==> src/rtl/cpu_pkg.sv <==
// Shared definitions for the CPU front end: bubble word, reset PC default
// and the fetch-stage state encoding.
package cpu_pkg;

  // addi x0,x0,0 -- harmless because it writes x0.
  localparam logic [31:0] NOP_WORD         = 32'h0000_0013;
  localparam logic [31:0] RESET_PC_DEFAULT = 32'h0000_0000;

  typedef enum logic [1:0] {
    ST_IDLE  = 2'd0,
    ST_FETCH = 2'd1,
    ST_HOLD  = 2'd2,
    ST_DRAIN = 2'd3
  } fetch_state_t;

endpackage

==> src/rtl/fetch_stage_if.sv <==
// Bundle between the fetch stage, instruction memory and decode.
// Decode side: PCsrc/reg_jump/ImmExt/ALUresult/stall in, Instr/PC_D/PCPlus4_D/valid_D out.
// Memory side: imem_req/imem_addr out, imem_rdata/imem_ack in.
interface fetch_stage_if;
  logic        PCsrc;
  logic        reg_jump;
  logic [31:0] ImmExt;
  logic [31:0] ALUresult;
  logic        stall;
  logic        imem_req;
  logic [31:0] imem_addr;
  logic [31:0] imem_rdata;
  logic        imem_ack;
  logic [31:0] Instr;
  logic [31:0] PC_D;
  logic [31:0] PCPlus4_D;
  logic        valid_D;

  // Fetch stage side.
  modport master (
    input  PCsrc, reg_jump, ImmExt, ALUresult, stall, imem_rdata, imem_ack,
    output imem_req, imem_addr, Instr, PC_D, PCPlus4_D, valid_D
  );

  // Environment side (decode + instruction memory).
  modport slave (
    output PCsrc, reg_jump, ImmExt, ALUresult, stall, imem_rdata, imem_ack,
    input  imem_req, imem_addr, Instr, PC_D, PCPlus4_D, valid_D
  );
endinterface

==> src/rtl/next_pc.sv <==
// Combinational next-PC arithmetic: redirect target, sequential PC+4 and PC_D+4.
// Latency: 0 (pure combinational).  Backpressure: none, no state.
// Ports: i_pc/i_pc_d/i_imm/i_alu/i_reg_jump in; o_target/o_pc_plus4/o_pc_d_plus4 out.
module next_pc (
  input  logic [31:0] i_pc,
  input  logic [31:0] i_pc_d,
  input  logic [31:0] i_imm,
  input  logic [31:0] i_alu,
  input  logic        i_reg_jump,
  output logic [31:0] o_target,
  output logic [31:0] o_pc_plus4,
  output logic [31:0] o_pc_d_plus4
);

  logic [31:0] w_raw_target;

  // JALR clears bit 0 of the register result; branches/JAL are PC-relative.
  assign w_raw_target = i_reg_jump ? {i_alu[31:1], 1'b0} : (i_pc_d + i_imm);

  // The PC only ever holds word addresses, so strip the byte offset here.
  assign o_target     = w_raw_target & ~32'd3;
  assign o_pc_plus4   = i_pc + 32'd4;
  assign o_pc_d_plus4 = i_pc_d + 32'd4;

endmodule

==> src/rtl/fetch_stage.sv <==
// Instruction fetch: owns the PC, issues imem req/ack fetches, fills the fetch->decode register.
// Latency: fetched word is on Instr the cycle after imem_ack; one instr/cycle with zero-wait memory.
// Backpressure: stall freezes the decode register; a word landing during stall waits in a 1-deep skid.
// Ports: clk, rst (async, active-high); bus = fetch_stage_if.master (decode + imem signals).
module fetch_stage
  import cpu_pkg::*;
#(
  parameter logic [31:0] RESET_PC = RESET_PC_DEFAULT,
  parameter logic [31:0] NOP      = NOP_WORD
) (
  input  logic          clk,
  input  logic          rst,
  fetch_stage_if.master bus
);

  fetch_state_t r_state;
  fetch_state_t w_state_nxt;

  logic [31:0] r_pc;        // address of the word being (or next to be) fetched
  logic [31:0] r_drain_pc;  // address of the request orphaned by a redirect
  logic [31:0] r_skid;      // word captured while decode was stalled (valid in HOLD)
  logic [31:0] r_instr;
  logic [31:0] r_pc_d;
  logic        r_valid_d;

  logic        w_in_req;
  logic        w_ack;
  logic        w_redir;
  logic [31:0] w_target;
  logic [31:0] w_pc_plus4;
  logic [31:0] w_pc_d_plus4;

  next_pc u_next_pc (
    .i_pc         (r_pc),
    .i_pc_d       (r_pc_d),
    .i_imm        (bus.ImmExt),
    .i_alu        (bus.ALUresult),
    .i_reg_jump   (bus.reg_jump),
    .o_target     (w_target),
    .o_pc_plus4   (w_pc_plus4),
    .o_pc_d_plus4 (w_pc_d_plus4)
  );

  assign w_in_req = (r_state == ST_FETCH) || (r_state == ST_DRAIN);
  // An ack with no request outstanding (IDLE/HOLD) is not ours to consume.
  assign w_ack    = bus.imem_ack & w_in_req;
  // A stalled redirect stays pending in decode and is re-presented later.
  assign w_redir  = bus.PCsrc & r_valid_d & ~bus.stall;

  // ---------------------------------------------------------------- FSM state
  always_ff @(posedge clk or posedge rst) begin
    if (rst) begin
      r_state <= ST_IDLE;
    end else begin
      r_state <= w_state_nxt;
    end
  end

  // ----------------------------------------------------------- FSM next state
  always_comb begin
    w_state_nxt = r_state;
    case (r_state)
      ST_IDLE: w_state_nxt = ST_FETCH;
      ST_FETCH: begin
        if (w_redir) begin
          // Without an ack the old request is still in flight and must be drained.
          w_state_nxt = w_ack ? ST_FETCH : ST_DRAIN;
        end else if (w_ack && bus.stall) begin
          w_state_nxt = ST_HOLD;
        end
      end
      ST_HOLD: begin
        // Either the buffered word moves on or a redirect discards it.
        if (!bus.stall) begin
          w_state_nxt = ST_FETCH;
        end
      end
      ST_DRAIN: begin
        if (w_ack) begin
          w_state_nxt = ST_FETCH;
        end
      end
      default: w_state_nxt = ST_IDLE;
    endcase
  end

  // --------------------------------------------------------------- FSM output
  always_comb begin
    bus.imem_req  = w_in_req;
    bus.imem_addr = ((r_state == ST_DRAIN) ? r_drain_pc : r_pc) & ~32'd3;
  end

  // ----------------------------------------------- PC, skid and decode register
  always_ff @(posedge clk or posedge rst) begin
    if (rst) begin
      r_pc       <= RESET_PC;
      r_drain_pc <= RESET_PC;
      r_skid     <= NOP;
      r_instr    <= NOP;
      r_pc_d     <= 32'd0;
      r_valid_d  <= 1'b0;
    end else if (w_redir) begin
      r_pc      <= w_target;
      r_instr   <= NOP;
      r_valid_d <= 1'b0;
      if ((r_state == ST_FETCH) && !w_ack) begin
        r_drain_pc <= r_pc;
      end
    end else begin
      case (r_state)
        ST_FETCH: begin
          if (w_ack && !bus.stall) begin
            r_instr   <= bus.imem_rdata;
            r_pc_d    <= r_pc;
            r_valid_d <= 1'b1;
            r_pc      <= w_pc_plus4;
          end else if (w_ack) begin
            r_skid <= bus.imem_rdata;
          end else if (!bus.stall) begin
            r_instr   <= NOP;
            r_valid_d <= 1'b0;
          end
        end
        ST_HOLD: begin
          // PC was not advanced at capture time, so it still names the skid word.
          if (!bus.stall) begin
            r_instr   <= r_skid;
            r_pc_d    <= r_pc;
            r_valid_d <= 1'b1;
            r_pc      <= w_pc_plus4;
          end
        end
        default: begin
          // IDLE/DRAIN deliver nothing: decode sees a bubble once it moves on.
          if (!bus.stall) begin
            r_instr   <= NOP;
            r_valid_d <= 1'b0;
          end
        end
      endcase
    end
  end

  assign bus.Instr     = r_instr;
  assign bus.PC_D      = r_pc_d;
  assign bus.PCPlus4_D = w_pc_d_plus4;
  assign bus.valid_D   = r_valid_d;

endmodule

==> src/flat_wrapper.sv <==
// flat-port wrapper written by rule: the top's interface ports become plain ports
module fetch_stage_flat import cpu_pkg::*;
#(
  parameter logic [31:0] RESET_PC = RESET_PC_DEFAULT,
  parameter logic [31:0] NOP      = NOP_WORD
)
  (clk, rst, bus_PCsrc, bus_reg_jump, bus_ImmExt, bus_ALUresult, bus_stall, bus_imem_rdata, bus_imem_ack, bus_imem_req, bus_imem_addr, bus_Instr, bus_PC_D, bus_PCPlus4_D, bus_valid_D);
  fetch_stage_if bus_i ();
  input  logic clk;
  input  logic rst;
  input wire logic [$bits(bus_i.PCsrc)-1:0] bus_PCsrc;
  input wire logic [$bits(bus_i.reg_jump)-1:0] bus_reg_jump;
  input wire logic [$bits(bus_i.ImmExt)-1:0] bus_ImmExt;
  input wire logic [$bits(bus_i.ALUresult)-1:0] bus_ALUresult;
  input wire logic [$bits(bus_i.stall)-1:0] bus_stall;
  input wire logic [$bits(bus_i.imem_rdata)-1:0] bus_imem_rdata;
  input wire logic [$bits(bus_i.imem_ack)-1:0] bus_imem_ack;
  output wire logic [$bits(bus_i.imem_req)-1:0] bus_imem_req;
  output wire logic [$bits(bus_i.imem_addr)-1:0] bus_imem_addr;
  output wire logic [$bits(bus_i.Instr)-1:0] bus_Instr;
  output wire logic [$bits(bus_i.PC_D)-1:0] bus_PC_D;
  output wire logic [$bits(bus_i.PCPlus4_D)-1:0] bus_PCPlus4_D;
  output wire logic [$bits(bus_i.valid_D)-1:0] bus_valid_D;
  assign bus_i.PCsrc = bus_PCsrc;
  assign bus_i.reg_jump = bus_reg_jump;
  assign bus_i.ImmExt = bus_ImmExt;
  assign bus_i.ALUresult = bus_ALUresult;
  assign bus_i.stall = bus_stall;
  assign bus_i.imem_rdata = bus_imem_rdata;
  assign bus_i.imem_ack = bus_imem_ack;
  assign bus_imem_req = bus_i.imem_req;
  assign bus_imem_addr = bus_i.imem_addr;
  assign bus_Instr = bus_i.Instr;
  assign bus_PC_D = bus_i.PC_D;
  assign bus_PCPlus4_D = bus_i.PCPlus4_D;
  assign bus_valid_D = bus_i.valid_D;
  fetch_stage #(.RESET_PC(RESET_PC), .NOP(NOP)) u_core (.clk(clk), .rst(rst), .bus(bus_i));
endmodule
==> config.mk <==
export PLATFORM = sky130hd
export DESIGN_NAME = fetch_stage_flat
export DESIGN_NICKNAME = d
export VERILOG_FILES = /design/src/rtl/cpu_pkg.sv /design/src/rtl/fetch_stage_if.sv /design/src/rtl/next_pc.sv /design/src/rtl/fetch_stage.sv /design/src/flat_wrapper.sv
export SDC_FILE = /design/constraint.sdc
export NUM_CORES = 1
export LEC_CHECK = 0
export CORE_MARGIN = 3
export CORE_UTILIZATION = 44
export CTS_CLUSTER_DIAMETER = 200
export DETAILED_ROUTE_END_ITERATION = 16
export HOLD_SLACK_MARGIN = 0.02
export MAX_ROUTING_LAYER = met4
export PLACE_DENSITY = 0.76
export SYNTH_ARGS = -nofsm -noshare
export SYNTH_HDL_FRONTEND = slang
export SYNTH_SLANG_ARGS = --single-unit
==> constraint.sdc <==
create_clock -name clk -period 6.79 [get_ports clk]
set_input_delay 0.679 -clock clk [delete_from_list [all_inputs] [get_ports clk]]
set_output_delay 0.679 -clock clk [all_outputs]
set_load 0.005 [all_outputs]
==> key figures <==
Run status
  • Outcome: complete, no violations

Synth
  • Area of the mapped netlist: about 9400 um^2
  • XOR/XNOR Fraction of Synth Area: 6.97%
  • Top_reg_cell synth: dfrtp_1
  • Adder-Cell Fraction of Synth Area: under 10%
  • Yosys warns: 0
  • Cell taking the most area after synthesis: dfrtp_1
  • Avg Inst Size Synth: about 10 um^2
  • Most common cell in the synthesized netlist: dfrtp_1
  • Multiplexer share of the synthesized area: approximately 14%
  • Post-synthesis sequential area ratio: a little over two fifths
  • Simple-gate share of the synthesized area: 12.4%
  • Largest family of logic cells by synthesized area: compound AO/OA/AOI/OAI gates
  • Compound-Gate Fraction of Synth Area: 16.8%
  • Synth top cells by count: dfrtp_1 (151), mux2_2 (114), nand2_1 (94)
  • Synth unique cells: between 60 and 70
  • Post-synth ARST share: 100%
  • Syn Inst Count: ~930
  • Area share of the largest cell type after synthesis: between 40% and 50%
  • Flop and latch count out of synthesis: about 160
  • EDFF count, synth: 0
  • Top cells by area, synth: dfrtp_1 (40%), mux2_2 (14%), ha_1 (4.5%)

Setup path
  • Cell Chain, Critical Path: nand4_1 > nor3_1 > nand4_1 > nor3_1 > nand3_1 > xnor2_1 > clkdlybuf4s50_1
  • CP startpoint kind: flip-flop
  • Worst Path Max Fanout: 7
  • CP arrival: 3570 ps
  • Setup Crit Path Kind: flip-flop to output pin
  • Critical path's slowest cell: nor3_1
  • Required time of the critical path: between 6000 and 7000 ps
  • Critical Path End Type: output pin
  • Delay of the slowest critical-path stage: 630 ps

CTS
  • CTS buffer count: 17
  • Worst-path clk slew: roughly 60 ps
  • PostCTS Resize Cnt: 0
  • Setup bufs post-CTS: 0
  • CTS root buf: clkbuf_16
  • Hold Buf Count CTS: 0
  • Clk buf depth: 2
  • H-tree depth: 4
  • CTS tree: built
  • Clk Latency, worst-skew pair: 420 ps
  • Total clock sinks: ~160

Hold path
  • Hold Crit Class: flip-flop to flip-flop

Floorplanning
  • Row Count: between 50 and 60
  • Number of I/O pins: around 230
  • Starting Density: roughly 46%
  • Die area: between 20000 and 25000 um^2
  • Core box area: 20600 um^2
  • Die W: around 150 um
  • Die span in y: around 150 um

Final layout
  • Fin util: between 60% and 70%
  • Layout cells sized above 1: 15.7%
  • Layout area overhead: 32.3%
  • NumNets Final: between 1000 and 1500

Global routing
  • First-pass GRT wire length: approximately 43 mm
  • Largest net degree at the start of global routing: just under 100
  • Total congestion overflow: 0
  • Initial antenna violation count: 1
  • GR Util All Layers: 23.2%
  • Vias in the first global route: 8030

Timing
  • Hold Fails Final Rpt: 0
  • Relative slew slack: 21.3%
  • Final Setup Violations: 0
  • Final Critical Period: around 4300 ps
  • Unrepaired setup endpoints after global routing: false
  • Clk_skew: ~9.4 ps
  • Final Max Slew Viols: 0
  • Setup TNS: 0 ps
  • Achievable clock frequency: 0.235 GHz
  • Crit share post-route: between 60% and 70%
  • Slew @ Worst Pin: around 1200 ps

Job
  • Total of max-cap violations: 0

Drt
  • # DRC: 0
  • DRT Pass-1 Iters: 7
  • Vias per std cell: approximately 5.7
  • Routed len/inst: approximately 19 um
  • Final wirelength: approximately 27 mm
  • Via count: just over 8000
  • Starting DRC count in detailed routing: between 400 and 500
  • Routed Antenna Nets: 0

Place
  • Final RePlAce weighted congestion: 0.912
  • I/O Buffers: ~220
  • DP HPWL: 18.3 mm

Pwr
  • Sw frac: 37.1%
  • Switching pwr: 0.00225 W
  • LEAKAGE: ~5.2 nW
  • Seq pwr share: a little under a third
  • Pwr dens: just under 500 nW/um^2
  • Clock Power Share: between 10% and 20%
  • Internal Power: 0.00382 W
  • Combinational Power Share: between 50% and 60%
  • Max IR drop VDD: 0.000241 V
[logic make-up after synthesis]
logic type	count (synthesis)
AND/OR/NAND/NOR	245
AO/OA/AOI/OAI	225
flip-flops	157
multiplexers	118
buffers and inverters	79
XOR/XNOR	75
adder cells (fa/ha/maj)	34
other	1
[routing by layer]
| metal | GRT usage [%] | vias to the layer above | part of all wire [%] |
|---|---|---|---|
| li1 | - | 3786 | - |
| met5 | - | - | 0 |
| met2 | 36.1 | 304 | 46 |
| met3 | 4.83 | 31 | 6.6 |
| met4 | 6.21 | 0 | 1.7 |
| met1 | 31.0 | 3920 | 45 |
[power by group through the flow]
stage               clock network [W]  registers (W)  logic (W)
floorplan                           0        0.00174    0.00193
global placement                    0        0.00185    0.00311
detailed placement                  0        0.00187    0.00316
CTS                           0.00105        0.00186    0.00318
global route                  0.00109        0.00194    0.00346
finish                        0.00103        0.00187    0.00316
[path summary, 6_finish.rpt]
| kind | startpoint | to | slack [ps] | depth (start not counted) |
|---|---|---|---|---|
| setup / recovery | u_core.bus.PC_D[4] | bus_PCPlus4_D[31] | 2540 | 7 |
| hold / removal | u_core.bus.Instr[20] | u_core.bus.Instr[20] | 480 | 2 |
| setup reg to reg | u_core.r_state[1] | u_core.r_pc[25] | 3580 | 10 |
| hold reg to reg | u_core.bus.Instr[20] | u_core.bus.Instr[20] | 480 | 2 |
| max in group asynchronous | rst | u_core.bus.PC_D[13] | 4590 | 3 |
| min in group asynchronous | rst | u_core.r_drain_pc[2] | 780 | 2 |
[per-stage QoR]
| stage | instances | hold WS, ps | power (W) | worst slack (ps) | cell area [um^2] |
|---|---|---|---|---|---|
| 2_1_floorplan | 939 | 450 | 0.00367 | 1890 | 9440 |
| 3_3_place_gp | 1381 | 460 | 0.00496 | 3060 | 11800 |
| 3_5_place_dp | 1381 | 470 | 0.00503 | 3010 | 11800 |
| 4_1_cts | 1413 | 484 | 0.00610 | 2540 | 12500 |
| 5_1_grt | 1414 | 510 | 0.00650 | 2320 | 12500 |
| 6_report | 1414 | 477 | 0.00607 | 2540 | 12500 |
[flip-flops by register name, indices dropped and copies added (netlist names)]
name and count:
u_core.bus.Instr 32, u_core.bus.PC_D 30, u_core.bus.valid_D 1, u_core.r_drain_pc 30
u_core.r_pc 30, u_core.r_skid 32, u_core.r_state 2
[final cells by class]
| class | count | area (um^2) |
|---|---|---|
| timing repair buffer | 231 | 2280 |
| antenna | 1 | 2.50 |
| fill | 1693 | 8160 |
| clock inverter | 13 | 191 |
| sequential | 157 | 3940 |
| multi-input combinational | 703 | 5190 |
| tap | 270 | 338 |
| clock buffer | 19 | 443 |
| inverter | 20 | 80.1 |
[cell usage in the layout (no fill, tap or decap), types with 3 or more instances in the layout]
cell and n:
clkinvlp_4 3, nand3_1 33, nor2_1 40, nor2b_1 5, buf_4 10, or3_1 8
nor4_1 3, nor3_1 13, nor3_2 3, or2_2 3, a211o_1 3, o21a_1 3
dfrtp_1 151, a21o_1 25, inv_1 19, nand4_1 10, nor3b_1 3, dfstp_2 6
o21ai_1 3, xnor2_1 48, clkdlybuf4s50_1 220, a221oi_1 13, bufinv_16 4, clkinv_4 5
clkbuf_16 17, nand2_1 94, a221o_1 4, a22o_1 20, a22oi_1 16, o21bai_1 4
ha_1 33, and2_1 8, conb_1 6, a21oi_1 43, o21ai_0 44, mux2i_1 4
mux2_2 114, a211oi_1 17, xor2_1 27, and3_1 12
[critical path: cells and delay by family, from the launching register on]
kind                   cells  cell delay [ps]
XOR/XNOR                   1              180
buffers and inverters      1              520
flip-flops                 1              500
AND/OR/NAND/NOR            5             1950
Note: power is estimated with default switching activity, not from simulation.
